**config.mk**
```make
export PLATFORM = sky130hd
export DESIGN_NAME = sum_frame_collector_flat
export DESIGN_NICKNAME = d
export VERILOG_FILES = /design/src/rtl/sum_frame_if.sv /design/src/rtl/sum_frame_collector.sv /design/src/flat_wrapper.sv
export SDC_FILE = /design/constraint.sdc
export NUM_CORES = 1
export LEC_CHECK = 0
export ABC_CLOCK_PERIOD_IN_PS = 11200
export CAP_MARGIN = 30
export CORE_ASPECT_RATIO = 0.9
export CORE_MARGIN = 2
export CORE_UTILIZATION = 56
export CTS_CLUSTER_DIAMETER = 200
export DETAILED_ROUTE_END_ITERATION = 10
export HOLD_SLACK_MARGIN = 0.08
export PLACE_DENSITY = 0.81
export SLEW_MARGIN = 0
export SYNTH_ARGS = -nofsm -noshare
export SYNTH_HDL_FRONTEND = slang
export SYNTH_SLANG_ARGS = --single-unit
```
**constraint.sdc**
```tcl
create_clock -name clk -period 11.2 [get_ports clk]
set_input_delay 2.24 -clock clk [delete_from_list [all_inputs] [get_ports clk]]
set_output_delay 2.24 -clock clk [all_outputs]
set_load 0.02 [all_outputs]
```
**src/rtl/sum_frame_if.sv**
```systemverilog
// Stream-in / frame-out bundle between a word producer, sum_frame_collector and the sum stage.
// The in_last field is present only when SUM_FRAME_FLUSH_EN is defined.
interface sum_frame_if #(
   parameter int WIDTH = 32,
   parameter int LANES = 8
);
   logic [WIDTH-1:0]       in_data;
   logic                   in_valid;
   logic                   in_ready;
   logic [LANES*WIDTH-1:0] out_data;
   logic                   out_valid;
   logic                   out_ready;
`ifdef SUM_FRAME_FLUSH_EN
   logic                   in_last;
`endif

   // Environment side: produces words, consumes frames.
   modport master (
`ifdef SUM_FRAME_FLUSH_EN
      output in_last,
`endif
      output in_data, in_valid, out_ready,
      input  in_ready, out_data, out_valid
   );

   // Collector side.
   modport slave (
`ifdef SUM_FRAME_FLUSH_EN
      input  in_last,
`endif
      input  in_data, in_valid, out_ready,
      output in_ready, out_data, out_valid
   );
endinterface

```
**src/rtl/sum_frame_collector.sv**
```systemverilog
// Packs LANES consecutive WIDTH-bit words into one double-buffered frame for sum_step_1.
// Optional SUM_FRAME_FLUSH_EN: in_last closes a frame early, zero-filling the remaining lanes.
module sum_frame_collector #(
   parameter int WIDTH = 32,
   parameter int LANES = 8
) (
   input  logic        clk,
   input  logic        rst,
   sum_frame_if.slave  bus
);
   localparam int CNT_W = $clog2(LANES);
   localparam logic [CNT_W-1:0] LAST_LANE = CNT_W'(LANES - 1);

   localparam logic [0:0] ST_FILL = 1'b0;
   localparam logic [0:0] ST_HOLD = 1'b1;

   logic [0:0]             r_state;
   logic [CNT_W-1:0]       r_cnt;
   logic [WIDTH-1:0]       r_buf [LANES];
   logic [LANES*WIDTH-1:0] r_out_data;
   logic                   r_out_valid;

   logic                   w_in_ready;
   logic                   w_in_beat;
   logic                   w_out_beat;
   logic                   w_slot_free;
   logic                   w_last;
   logic                   w_close;
   logic [WIDTH-1:0]       w_frame [LANES];
   logic [LANES*WIDTH-1:0] w_frame_flat;
   logic [LANES*WIDTH-1:0] w_buf_flat;

`ifdef SUM_FRAME_FLUSH_EN
   assign w_last = bus.in_last;
`else
   assign w_last = 1'b0;
`endif

   assign w_in_ready  = !rst && (r_state == ST_FILL);
   assign w_in_beat   = bus.in_valid && w_in_ready;
   assign w_out_beat  = r_out_valid && bus.out_ready;
   assign w_slot_free = !r_out_valid || bus.out_ready;
   assign w_close     = w_in_beat && ((r_cnt == LAST_LANE) || w_last);

   // w_frame is the buffer as it will look after this cycle's beat, so a closing
   // beat can hand off the complete frame, accepted word included, in one step.
   generate
      for (genvar gi = 0; gi < LANES; gi++) begin : g_lane
         assign w_frame[gi] = (int'(r_cnt) == gi)           ? bus.in_data :
                              (w_last && (int'(r_cnt) < gi)) ? '0          :
                                                               r_buf[gi];
         assign w_frame_flat[gi*WIDTH +: WIDTH] = w_frame[gi];
         assign w_buf_flat[gi*WIDTH +: WIDTH]   = r_buf[gi];

         always_ff @(posedge clk) begin
            if (rst) begin
               r_buf[gi] <= '0;
            end else if (w_in_beat) begin
               r_buf[gi] <= w_frame[gi];
            end
         end
      end
   endgenerate

   always_ff @(posedge clk) begin
      if (rst) begin
         r_state     <= ST_FILL;
         r_cnt       <= '0;
         r_out_valid <= 1'b0;
         r_out_data  <= '0;
      end else begin
         case (r_state)
            ST_FILL: begin
               if (w_out_beat) begin
                  r_out_valid <= 1'b0;
               end
               if (w_in_beat) begin
                  if (w_close) begin
                     r_cnt <= '0;
                     if (w_slot_free) begin
                        r_out_data  <= w_frame_flat;
                        r_out_valid <= 1'b1;
                     end else begin
                        r_state <= ST_HOLD;
                     end
                  end else begin
                     r_cnt <= r_cnt + 1'b1;
                  end
               end
            end
            ST_HOLD: begin
               // The held frame was completed in the buffer; swap it in as the old one leaves.
               if (w_out_beat) begin
                  r_out_data <= w_buf_flat;
                  r_state    <= ST_FILL;
               end
            end
            default: r_state <= ST_FILL;
         endcase
      end
   end

   assign bus.in_ready  = w_in_ready;
   assign bus.out_data  = r_out_data;
   assign bus.out_valid = r_out_valid;
endmodule

```
**src/flat_wrapper.sv**
```systemverilog
// flat-port wrapper written by rule: the top's interface ports become plain ports
module sum_frame_collector_flat 
#(
   parameter int WIDTH = 32,
   parameter int LANES = 8
)
  (clk, rst, bus_in_data, bus_in_valid, bus_out_ready, bus_in_ready, bus_out_data, bus_out_valid);
  sum_frame_if #(.WIDTH(WIDTH), .LANES(LANES)) bus_i ();
  input  logic clk;
  input  logic rst;
  input wire logic [$bits(bus_i.in_data)-1:0] bus_in_data;
  input wire logic [$bits(bus_i.in_valid)-1:0] bus_in_valid;
  input wire logic [$bits(bus_i.out_ready)-1:0] bus_out_ready;
  output wire logic [$bits(bus_i.in_ready)-1:0] bus_in_ready;
  output wire logic [$bits(bus_i.out_data)-1:0] bus_out_data;
  output wire logic [$bits(bus_i.out_valid)-1:0] bus_out_valid;
  assign bus_i.in_data = bus_in_data;
  assign bus_i.in_valid = bus_in_valid;
  assign bus_i.out_ready = bus_out_ready;
  assign bus_in_ready = bus_i.in_ready;
  assign bus_out_data = bus_i.out_data;
  assign bus_out_valid = bus_i.out_valid;
  sum_frame_collector #(.WIDTH(WIDTH), .LANES(LANES)) u_core (.clk(clk), .rst(rst), .bus(bus_i));
endmodule
```
### Word level (Yosys, flattened, before mapping)

Memories as Yosys holds them, arrays and structs flattened.
Cells that the tools add are included.

| cells by class | value |
|---|---|
| $add $sub $neg | 1 |
| equal/unequal tests | 12 |
| muxes and demuxes | 36 |
| bitwise operators | 9 |
| reductions and logical operators | 10 |

Operators with widths:

| operator | number |
|---|---|
| 256-bit two-way mux | 4 |
| 32-bit two-way mux | 16 |
| 256-bit one-hot mux with 2 select lines | 1 |
| 3-bit equality test (second input constant) | 5 |
| 1-bit two-way mux | 13 |
| 1-bit bitwise OR | 8 |
| 3-bit by 2-bit equality test with 1-bit output (second input constant) | 2 |
| 2-bit by 1-bit inequality test with 1-bit output (second input constant) | 3 |
| 1-bit logical AND | 4 |
| 4-bit AND reduction | 1 |
| 3-bit by 1-bit adder with 3-bit output (second input constant) | 1 |
| 3-bit by 1-bit equality test with 1-bit output (second input constant) | 1 |
| 3-bit logical NOT | 1 |
| 3-bit two-way mux | 1 |
| 1-bit logical NOT | 2 |
| 2-bit inequality test (second input constant) | 1 |
| 1-bit one-hot mux with 2 select lines | 1 |
| 2-bit AND reduction | 1 |
| 1-bit logical OR | 1 |
| 1-bit inverter | 1 |

| storage, ports and cells | value |
|---|---|
| bits in registers | 261 |
| memory bits (writable) | 256 |
| output and inout bits | 258 |
| logic and storage cells | 73 |
| memories kept | 1 |

Memories:

| name | words | width | read ports | clocked after memory_dff | wr ports | line | source |
|---|---|---|---|---|---|---|---|
| u_core.r_buf | 8 | 32 | 8 | 0 | 8 | sum_frame_collector.sv:19 | `logic [WIDTH-1:0] r_buf [LANES];` |

### Logic depth before layout (Yosys ltp)

Gate-level depths: netlist of run 1.

| depth | value |
|---|---|
| word-level depth | 7 |
| mapped depth | 9 |
| depth with buffers taken out | 6 |

### Worst setup path before layout of run 1

Ideal clock, no wire load.

| timing | value |
|---|---|
| kind | input -> register |
| start point | input port rst |
| end point | memory u_core.r_buf[0][0], enable pin |
| setup time | 0.665 ns |
| data arrival time | 8.868 ns |
| required time | 10.535 ns |
| setup slack | 1.667 ns |
| cell stages on the path | 4 |
| buffers on the path | 1 |
| cells stage by stage | buf_2 > nor2_1 > nand2_1 > nand2b_1 |

RTL lines:

| element | line | source |
|---|---|---|
| start, declared | flat_wrapper.sv:10 | `input logic rst;` |
| end, declared | sum_frame_collector.sv:19 |  |

### Final worst setup path of run 1

| timing | value |
|---|---|
| start point | input port rst |
| end point | output port bus_in_ready |

| on the way | value |
|---|---|
| longest elaborated chain between the ends | 2 |

RTL lines:

| element | line | source |
|---|---|---|
| 1-bit logical NOT | sum_frame_collector.sv:39 | `assign w_in_ready = !rst && (r_state == ST_FILL);` |
| 1-bit logical AND | sum_frame_collector.sv:39 |  |
| end, declared | flat_wrapper.sv:14 | `output wire logic [$bits(bus_i.in_ready)-1:0] bus_in_ready;` |

Every way passes these cells.

==> run metrics, run 1 <==
CTS hold repair buffers=0; TritonRoute pass-1 iters=7; clock sinks=517; CTS tree=done; crit path capture type=primary output; slew of the pin with the lowest slew margin=just over 1 ns; Die Area=43000 um2; post-route ant nets=0; Cell variety after synth=24; clock share of power=0.409; final setup margin=between 5 and 6 ns; count leader, synth=nand2_1; synth top area cells=edfxtp_1 33%, dfxtp_1 23%, mux2i_1 9.7%, nand2_1 8.0%, a211oi_1 5.2%; unrepaired setup endpoints after global routing=no; initial antenna violation count=0; Setup TNS=0 ns; vias per inst=between 6 and 7; Post-DP HPWL=around 40000 um; Resized cells post-CTS=0; # diodes=0; Area growth, synth to finish=20.8%; Die Ht=around 200 um; vias post-DR=18900; RePlAce Congestion=between 0.8 and 0.9; Ys Warns=0; vias in the first global route=around 18000; layout cells sized above 1=0.0530; core area=roughly 41000 um2; Initial Util=0.568; Worst-path clk slew=~0.06 ns; Root Buffer=clkbuf_16; sequential share of power=0.493; Mapped Area=23100 um2; max-capacitance violation count=0; routed len/inst=20.6 um; Final min period=~6.0 ns; Async S/R FF share, synth=0; final hold vios=0; WS Path Type=in2out; sw frac=0.246; Leakage Power=around 9.6 nW; Post-Syn Instances=between 2000 and 2500; syn_area_per_cell=9.58 um2; Site Rows=70; Int Pwr=between 3 and 4 mW; Max Clock Skew=~0.021 ns; part of the cycle the worst path needs=0.532; #FFs+latches synth=517; Post-synth EDFFs=about 260; Synth area leader=edfxtp_1; die width=roughly 220 um; Worst EP required=about 9.0 ns; Final nets=2567; io pins=about 290; crit path launch type=input pin; Synth top cells by count=491 x nand2_1, 322 x nor2_1, 261 x dfxtp_1, 256 x edfxtp_1, 224 x mux2i_1; HP Class=reg2reg; first-pass GRT wire length=approximately 99000 um; total track usage=0.289; number of buffers added for setup after CTS=0; Synth Flop Type=dfxtp_1; drt initial violations=roughly 2000; number of buffers created by CTS=52; DRT Wirelength=63900 um; H-tree depth=2; Setup Viol. Count Final=0; DRC viols=0; Max Slew Vio Count=0; worst endpoint data arrival time=between 3 and 4 ns; Rel. slew slack=0.325; Power Dens Cells=approximately 150 nW/um2; fmax=roughly 0.17 GHz; Comb pwr share=0.098; Switching Power=~1.1 mW; syn nets=about 2500; VDD IR max=0.130 mV; Worst Path Max Fanout=109; grt ovf=0; Seq/Total Area, Yosys=0.558; CTS max path bufs=3; number of I/O port buffers=between 200 and 300; largest net degree at the start of global routing=approximately 120; Skew-Pair Late Insertion Delay=about 0.6 ns; status=completed; Register-to-Register Setup Slack=7.52 ns; post-synth top area share=0.332; Post-Place Worst Slack=5.19 ns
## layout make-up
type	count	area, um2
sequential	517	12900
fill	3012	12800
multi-input combinational	1614	9100
timing repair buffer	336	3520
clock buffer	83	1570
tap	540	676
clock inverter	14	149
inverter	4	15.0
## cell families after synthesis
family / after synthesis / share of synthesized area
simple gates: 927 / 0.159
fa+ha+maj: 6 / 0.00324
mux: 224 / 0.0969
compound gates: 457 / 0.133
buf+inv: 285 / 0.0504
flops: 517 / 0.558
## critical path, cell delays in order
cell	delay [ns]
clkbuf_8	0.36
nor2_1	0.43
clkdlybuf4s50_1	0.69
## power groups by stage
stage | clock [mW] | combinational (mW) | sequential, mW
2_1_floorplan | 0 | 0.285 | 2.15
3_3_place_gp | 0 | 0.386 | 2.14
3_5_place_dp | 0 | 0.412 | 2.15
4_1_cts | 1.77 | 0.415 | 2.11
5_1_grt | 1.84 | 0.453 | 2.12
6_report | 1.75 | 0.419 | 2.11
## flip-flops by register name, indices dropped and copies added, names as in the netlist
name	cells
u_core.bus.out_data	256
u_core.r_cnt	3
u_core.r_buf	256
u_core.bus.out_valid	1
u_core.r_state	1
## path summary, 6_finish.rpt
check / startpoint / end / cells past startpoint
worst max-delay path: rst / bus_in_ready / 3
worst min-delay path: u_core.bus.out_data[221]$_SDFFE_PP0P_ / u_core.bus.out_data[221]$_SDFFE_PP0P_ / 2
worst min register to register: u_core.bus.out_data[221]$_SDFFE_PP0P_ / u_core.bus.out_data[221]$_SDFFE_PP0P_ / 2
worst max register to register: u_core.r_cnt[2]$_SDFFE_PP0P_ / u_core.bus.out_data[133]$_SDFFE_PP0P_ / 6
## through the flow
stage	area, um2	util	total power [mW]	instances	hold slack (ns)
4_1_cts	27900	0.685	4.29	3106	0.498
5_1_grt	27900	0.686	4.41	3108	0.516
2_1_floorplan	23100	-	2.44	2416	0.499
3_3_place_gp	25800	0.635	2.53	2995	0.484
3_5_place_dp	26200	0.642	2.56	3009	0.490
6_report	27900	0.686	4.28	3108	0.495
## routing by layer
layer  up-vias  track usage  share of wire
li1       8698            -              -
met1      9112        0.408           0.41
met2       971        0.451           0.46
met3       133       0.0506           0.10
met4         0        0.102          0.028
met5         -            0              0
## cells in the final DEF, fill, tap and decap left out, types with 27 or more instances in the layout
master / instances
a211oi_1: 161
nand3_1: 96
a311oi_1: 97
edfxtp_1: 256
nand2_1: 490
a21oi_1: 194
clkdlybuf4s50_1: 292
dfxtp_1: 261
buf_4: 27
nor2_1: 322
mux2i_1: 224
clkbuf_16: 53
Power figures use the tool's default switching activity.
==> run 2, diff against run 1 <==
--- a/config.mk
+++ b/config.mk
@@ -5,15 +5,15 @@
 export SDC_FILE = /design/constraint.sdc
 export NUM_CORES = 1
 export LEC_CHECK = 0
-export ABC_CLOCK_PERIOD_IN_PS = 11200
+export ABC_CLOCK_PERIOD_IN_PS = 5100
 export CAP_MARGIN = 30
 export CORE_ASPECT_RATIO = 0.9
 export CORE_MARGIN = 2
-export CORE_UTILIZATION = 56
+export CORE_UTILIZATION = 50
 export CTS_CLUSTER_DIAMETER = 200
 export DETAILED_ROUTE_END_ITERATION = 10
 export HOLD_SLACK_MARGIN = 0.08
-export PLACE_DENSITY = 0.81
+export PLACE_DENSITY = 0.76
 export SLEW_MARGIN = 0
 export SYNTH_ARGS = -nofsm -noshare
 export SYNTH_HDL_FRONTEND = slang
==> constraint.sdc (replaced) <==
create_clock -name clk -period 5.1 [get_ports clk]
set_input_delay 1.02 -clock clk [delete_from_list [all_inputs] [get_ports clk]]
set_output_delay 1.02 -clock clk [all_outputs]
set_load 0.02 [all_outputs]
==> run 2 against run 1 <==
Against the previous run: highest routed layer unchanged; final area is 0.54% higher; cell count is 2.2% higher; combinational power increased by 120%; clock-buffer cell count decreased by 2; register-to-register slack got worse by 5.4 ns.
==> run metrics, run 2 (same netlist as run 1, synthesis figures left out) <==
status=completed; HP Class=reg2reg; worst endpoint data arrival time=2.44 ns (-1.28 ns); routed len/inst=20.2 um (-1.5%); total track usage=0.259 (-0.0305); max-capacitance violation count=0 (unchanged); most common cell after layout, fill and taps aside=nand2_1; initial antenna violation count=0 (unchanged); final hold slack=0.498 ns (+0.00299 ns); Max Slew Vio Count=0 (unchanged); Power Dens Cells=337 nW/um2 (+120%); Die Ht=208 um (+5.7%); vias in the first global route=17700 (-0.80%); Register-to-Register Setup Slack=2.08 ns (-5.44 ns); number of buffers created by CTS=54 (+3.8%); Post-Place Worst Slack=1.60 ns (-3.59 ns); WS Path Type=in2out; VDD IR max=0.300 mV (+130%); Placed Area=26300 um2 (+0.60%); layout cells sized above 1=0.0529 (about the same); # diodes=0 (unchanged); Area growth, synth to finish=21.4%; WHS Path Cells=2 (unchanged); Worst-path clk slew=0.06 ns (about the same); vias post-DR=18600 (-1.6%); crit path capture type=primary output; Site Rows=74 (+5.7%); drt initial violations=2076 (+4.1%); Root Buffer=clkbuf_16; post-route ant nets=0 (unchanged); Hold Path End=u_core.bus.out_data[127]$_SDFFE_PP0P_; Post-DP HPWL=39700 um (-0.20%); most frequent cells in the layout=490 x nand2_1, 322 x nor2_1, 292 x clkdlybuf4s50_1, 261 x dfxtp_1, 256 x edfxtp_1; number of buffers added for setup after CTS=0 (unchanged); die width=231 um (+5.7%); Final nets=2565 (-0.078%); Die Area=48000 um2 (+12%); Finished Core Util=0.617 (-0.0694); DRC viols=0 (unchanged); Initial Util=0.508 (-0.0602); Setup TNS=0 ns (unchanged); final hold vios=0 (unchanged); core area=45600 um2 (+12%); RR Endpoint=u_core.bus.out_data[173]$_SDFFE_PP0P_; RePlAce Congestion=0.789 (-2.2%); worst r2r path cells=7 (+1); Leakage Power=9.66 nW (+0.29%); H-tree depth=2 (unchanged); CTS hold repair buffers=0 (unchanged); Max Clock Skew=0.0164 ns (-0.00486 ns); hold wc startpoint=u_core.bus.out_data[127]$_SDFFE_PP0P_; fmax=a little under 0.3 GHz; M3 GR Usage=0.0407 (-0.00991); clock sinks=517 (unchanged); Rel. slew slack=0.313 (-0.0128); Worst Path Max Fanout=93 (-15%); largest net degree at the start of global routing=201 (+70%); Worst EP required=4.08 ns (-4.88 ns); DRT Wirelength=64300 um (+0.64%); met2 usage=0.410 (-0.0409); io pins=294 (unchanged); final setup margin=1.64 ns (-3.59 ns); vias per inst=5.86 (-3.7%); Resized cells post-CTS=0 (unchanged); Setup Viol. Count Final=0 (unchanged); Skew-Pair Late Insertion Delay=0.60 ns (about the same); CTS max path bufs=3 (unchanged); slew of the pin with the lowest slew margin=1.03 ns (+0.0159 ns); GRT busiest layer=met2; Final min period=3.46 ns; reg2reg start=u_core.r_cnt[2]$_SDFFE_PP0P_; cell area after layout=28100 um2 (+0.54%); first-pass GRT wire length=99500 um (+0.71%); part of the cycle the worst path needs=0.678; grt ovf=0 (unchanged); GRT met1 Usage=0.366 (-0.0420); unrepaired setup endpoints after global routing=no; number of I/O port buffers=293 (unchanged); CTS tree=done; crit path launch type=input pin; TritonRoute pass-1 iters=5 (-2)
-- run 2: critical path, stage by stage --
cell and delay, ns:
clkbuf_8 0.34, nor2_1 0.40, clkdlybuf4s50_1 0.67
-- run 2: area by class of cell --
class	count	area [um2]
clock buffer	81	1620
timing repair buffer	332	3530
inverter	4	15.0
clock inverter	21	149
fill	3701	17500
sequential	517	12900
tap	608	761
multi-input combinational	1614	9100
-- run 2: power breakdown --
part           internal (mW)  switching, mW
clock                   2.29           1.62
combinational          0.294          0.627
sequential              4.55         0.0880
total                   7.12           2.34
-- run 2: how the worst max path moves through the flow --
stage          start                          endpoint  slack, ns  cells after the start
2_1_floorplan    rst  u_core.r_buf[0][0]$_SDFFCE_PN0P_       1.01                      4
3_3_place_gp     rst                      bus_in_ready       1.61                      3
3_5_place_dp     rst                      bus_in_ready       1.60                      3
4_1_cts          rst                      bus_in_ready       1.61                      3
5_1_grt          rst                      bus_in_ready       1.52                      3
6_report         rst                      bus_in_ready       1.64                      3
-- run 2: routing by layer --
metal  wire length [um]  vias up
met4               1430        0
met1              27200     8954
met2              30000      857
met5                  0        -
li1                   -     8711
met3               5730       93
-- run 2: metrics by stage --
step	std cells	power, mW
2_1_floorplan	2416	5.33
3_3_place_gp	3062	5.56
3_5_place_dp	3075	5.63
4_1_cts	3177	9.51
5_1_grt	3177	9.76
6_report	3177	9.46
==> edit (flow settings as in run 2) <==
`WIDTH` is set to 32 in 3 places; all go to 36.
--- a/src/rtl/sum_frame_if.sv
+++ b/src/rtl/sum_frame_if.sv
@@ -1,7 +1,7 @@
 // Stream-in / frame-out bundle between a word producer, sum_frame_collector and the sum stage.
 // The in_last field is present only when SUM_FRAME_FLUSH_EN is defined.
 interface sum_frame_if #(
-   parameter int WIDTH = 32,
+   parameter int WIDTH = 36,
    parameter int LANES = 8
 );
    logic [WIDTH-1:0]       in_data;
--- a/src/rtl/sum_frame_collector.sv
+++ b/src/rtl/sum_frame_collector.sv
@@ -1,7 +1,7 @@
 // Packs LANES consecutive WIDTH-bit words into one double-buffered frame for sum_step_1.
 // Optional SUM_FRAME_FLUSH_EN: in_last closes a frame early, zero-filling the remaining lanes.
 module sum_frame_collector #(
-   parameter int WIDTH = 32,
+   parameter int WIDTH = 36,
    parameter int LANES = 8
 ) (
    input  logic        clk,
--- a/src/flat_wrapper.sv
+++ b/src/flat_wrapper.sv
@@ -1,7 +1,7 @@
 // flat-port wrapper written by rule: the top's interface ports become plain ports
 module sum_frame_collector_flat 
 #(
-   parameter int WIDTH = 32,
+   parameter int WIDTH = 36,
    parameter int LANES = 8
 )
   (clk, rst, bus_in_data, bus_in_valid, bus_out_ready, bus_in_ready, bus_out_data, bus_out_valid);
Interface: changed (resized bus_in_data and bus_out_data); port bits go from 294 to 330. No check against the original RTL was run, so the function may have changed too.
==> edit against run 2 <==
- die area grew 13%
- count of clock-buffer cells in the layout increased by 11
- sequential cell count is 64 higher
- core utilization shrank 0.74 points
- final area is 12% higher
- sequential power increased by 13%
- area after synthesis grew 14%
- setup slack worse by 0.083 ns
- total power rose by 11%
- wire length rose by 20%
- maximum frequency is 2.4% lower
- combinational power increased by 15%
- critical endpoint unchanged
- highest routed layer is now met5
==> edit: results (changes against run 2) <==
Outcome
  – Status: completed

Place
  – Port Buffers: 329 (+12%)
  – RD Place Congestion: 0.804 (+2.0%)
  – Dpl hpwl: 47.7 mm (+20%)
  – Placed cells: 3,458 (+12%)

Power and ir drop
  – Pleak: 10.8 nW (+12%)
  – Worst vdd ir: 274 uV (-8.5%)

STA
  – Final hold slack: 0.495 ns (-0.00314 ns)
  – Final period util: 69.4% (+1.6 points)
  – Slew @ Worst Pin: 1.09 ns (+0.0650 ns)
  – Clk_skew: 0.0243 ns (+0.00791 ns)

GRT
  – Initial antenna violation count: 1 (+1)
  – Largest net degree at the start of global routing: 183 (-9.0%)
  – M1 GR Usage: 38.2% (+1.7 points)
  – Grt met3 use: 5.69% (+1.6 points)
  – GRT Util Overall: 27.3% (+1.5 points)
  – Met2 GRT Util: 42.3% (+1.3 points)

Synthesis
  – Most frequent cells after synthesis: nand2_1, nor2_1, dfxtp_1, edfxtp_1, mux2i_1
  – Register area share after synthesis: 55.3% (-0.56 points)
  – Post-Syn Instances: 2,702 (+12%)
  – Top post-synthesis cells by area: edfxtp_1, dfxtp_1, mux2i_1, nand2_1, a211oi_1
  – Syn nets: 2,748 (+12%)
  – Distinct cells, synth: 28 (+17%)

Clock network
  – Worst-Skew Late Latency: 0.63 ns (+0.03 ns)

Finish
  – NumNets Final: 2,881 (+12%)
  – Area Growth Syn to Fin: 20.1%

Critical path
  – Critical Path Fanout Max: 129 (+39%)
  – Arr. time, crit path: 2.52 ns (+0.08 ns)
  – Worst reg-to-reg path cell count: 6 (-1)
  – Worst R2R End: u_core.bus.out_data[240]

Route
  – Routed length on met1: 32.4 mm (+19%)
  – Met3 routed WL: 7.64 mm (+33%)
  – DR top layer: met5
  – Total number of vias: 21,262 (+14%)
edit: cell count changes after synthesis, moves of 32 or more:
cell,delta
nand2_1,+60
nor2_1,+40
dfxtp_1,+32
clkbuf_1,+38
buf_1,-33
edfxtp_1,+32
edit: worst max-delay path, cell delays in order:
cell,delay [ns]
buf_8,0.58
nor2_1,0.26
clkdlybuf4s50_1,0.64
edit: worst min path at each step:
| stage | start | endpoint | depth (start not counted) |
|---|---|---|---|
| global route | u_core.bus.out_data[137] | u_core.bus.out_data[137] | 2 |
| CTS | u_core.bus.out_data[137] | u_core.bus.out_data[137] | 2 |
| finish | u_core.bus.out_data[137] | u_core.bus.out_data[137] | 2 |
| detailed placement | u_core.bus.out_data[137] | u_core.bus.out_data[137] | 2 |
| floorplan | u_core.r_cnt[1] | u_core.r_cnt[1] | 2 |
| global placement | u_core.bus.out_data[251] | u_core.bus.out_data[251] | 2 |
edit: cell families (layout without fill, tap and decap cells):
| logic type | after synthesis | after routing | synth area share, % |
|---|---|---|---|
| compound gates | 513 | 513 | 13.7 |
| buf+inv | 311 | 493 | 5.58 |
| simple gates | 1039 | 1039 | 15.6 |
| mux | 252 | 252 | 9.60 |
| flops | 581 | 581 | 55.3 |
| fa+ha+maj | 6 | 6 | 0.286 |
edit: power by group:
group	total, mW	internal, mW	switching, mW
registers	5.21	5.11	0.103
clock network	4.27	2.47	1.81
logic	1.06	0.323	0.734
edit: final cells by class:
cell class              count  share of cell area [%]
multi-input cells        1810                    32.8
well taps                 688                    2.73
clock buffers              92                    5.48
inverters                   4                  0.0476
clock inverters            17                   0.531
repair buffers            380                    12.4
flip-flops and latches    581                    46.0
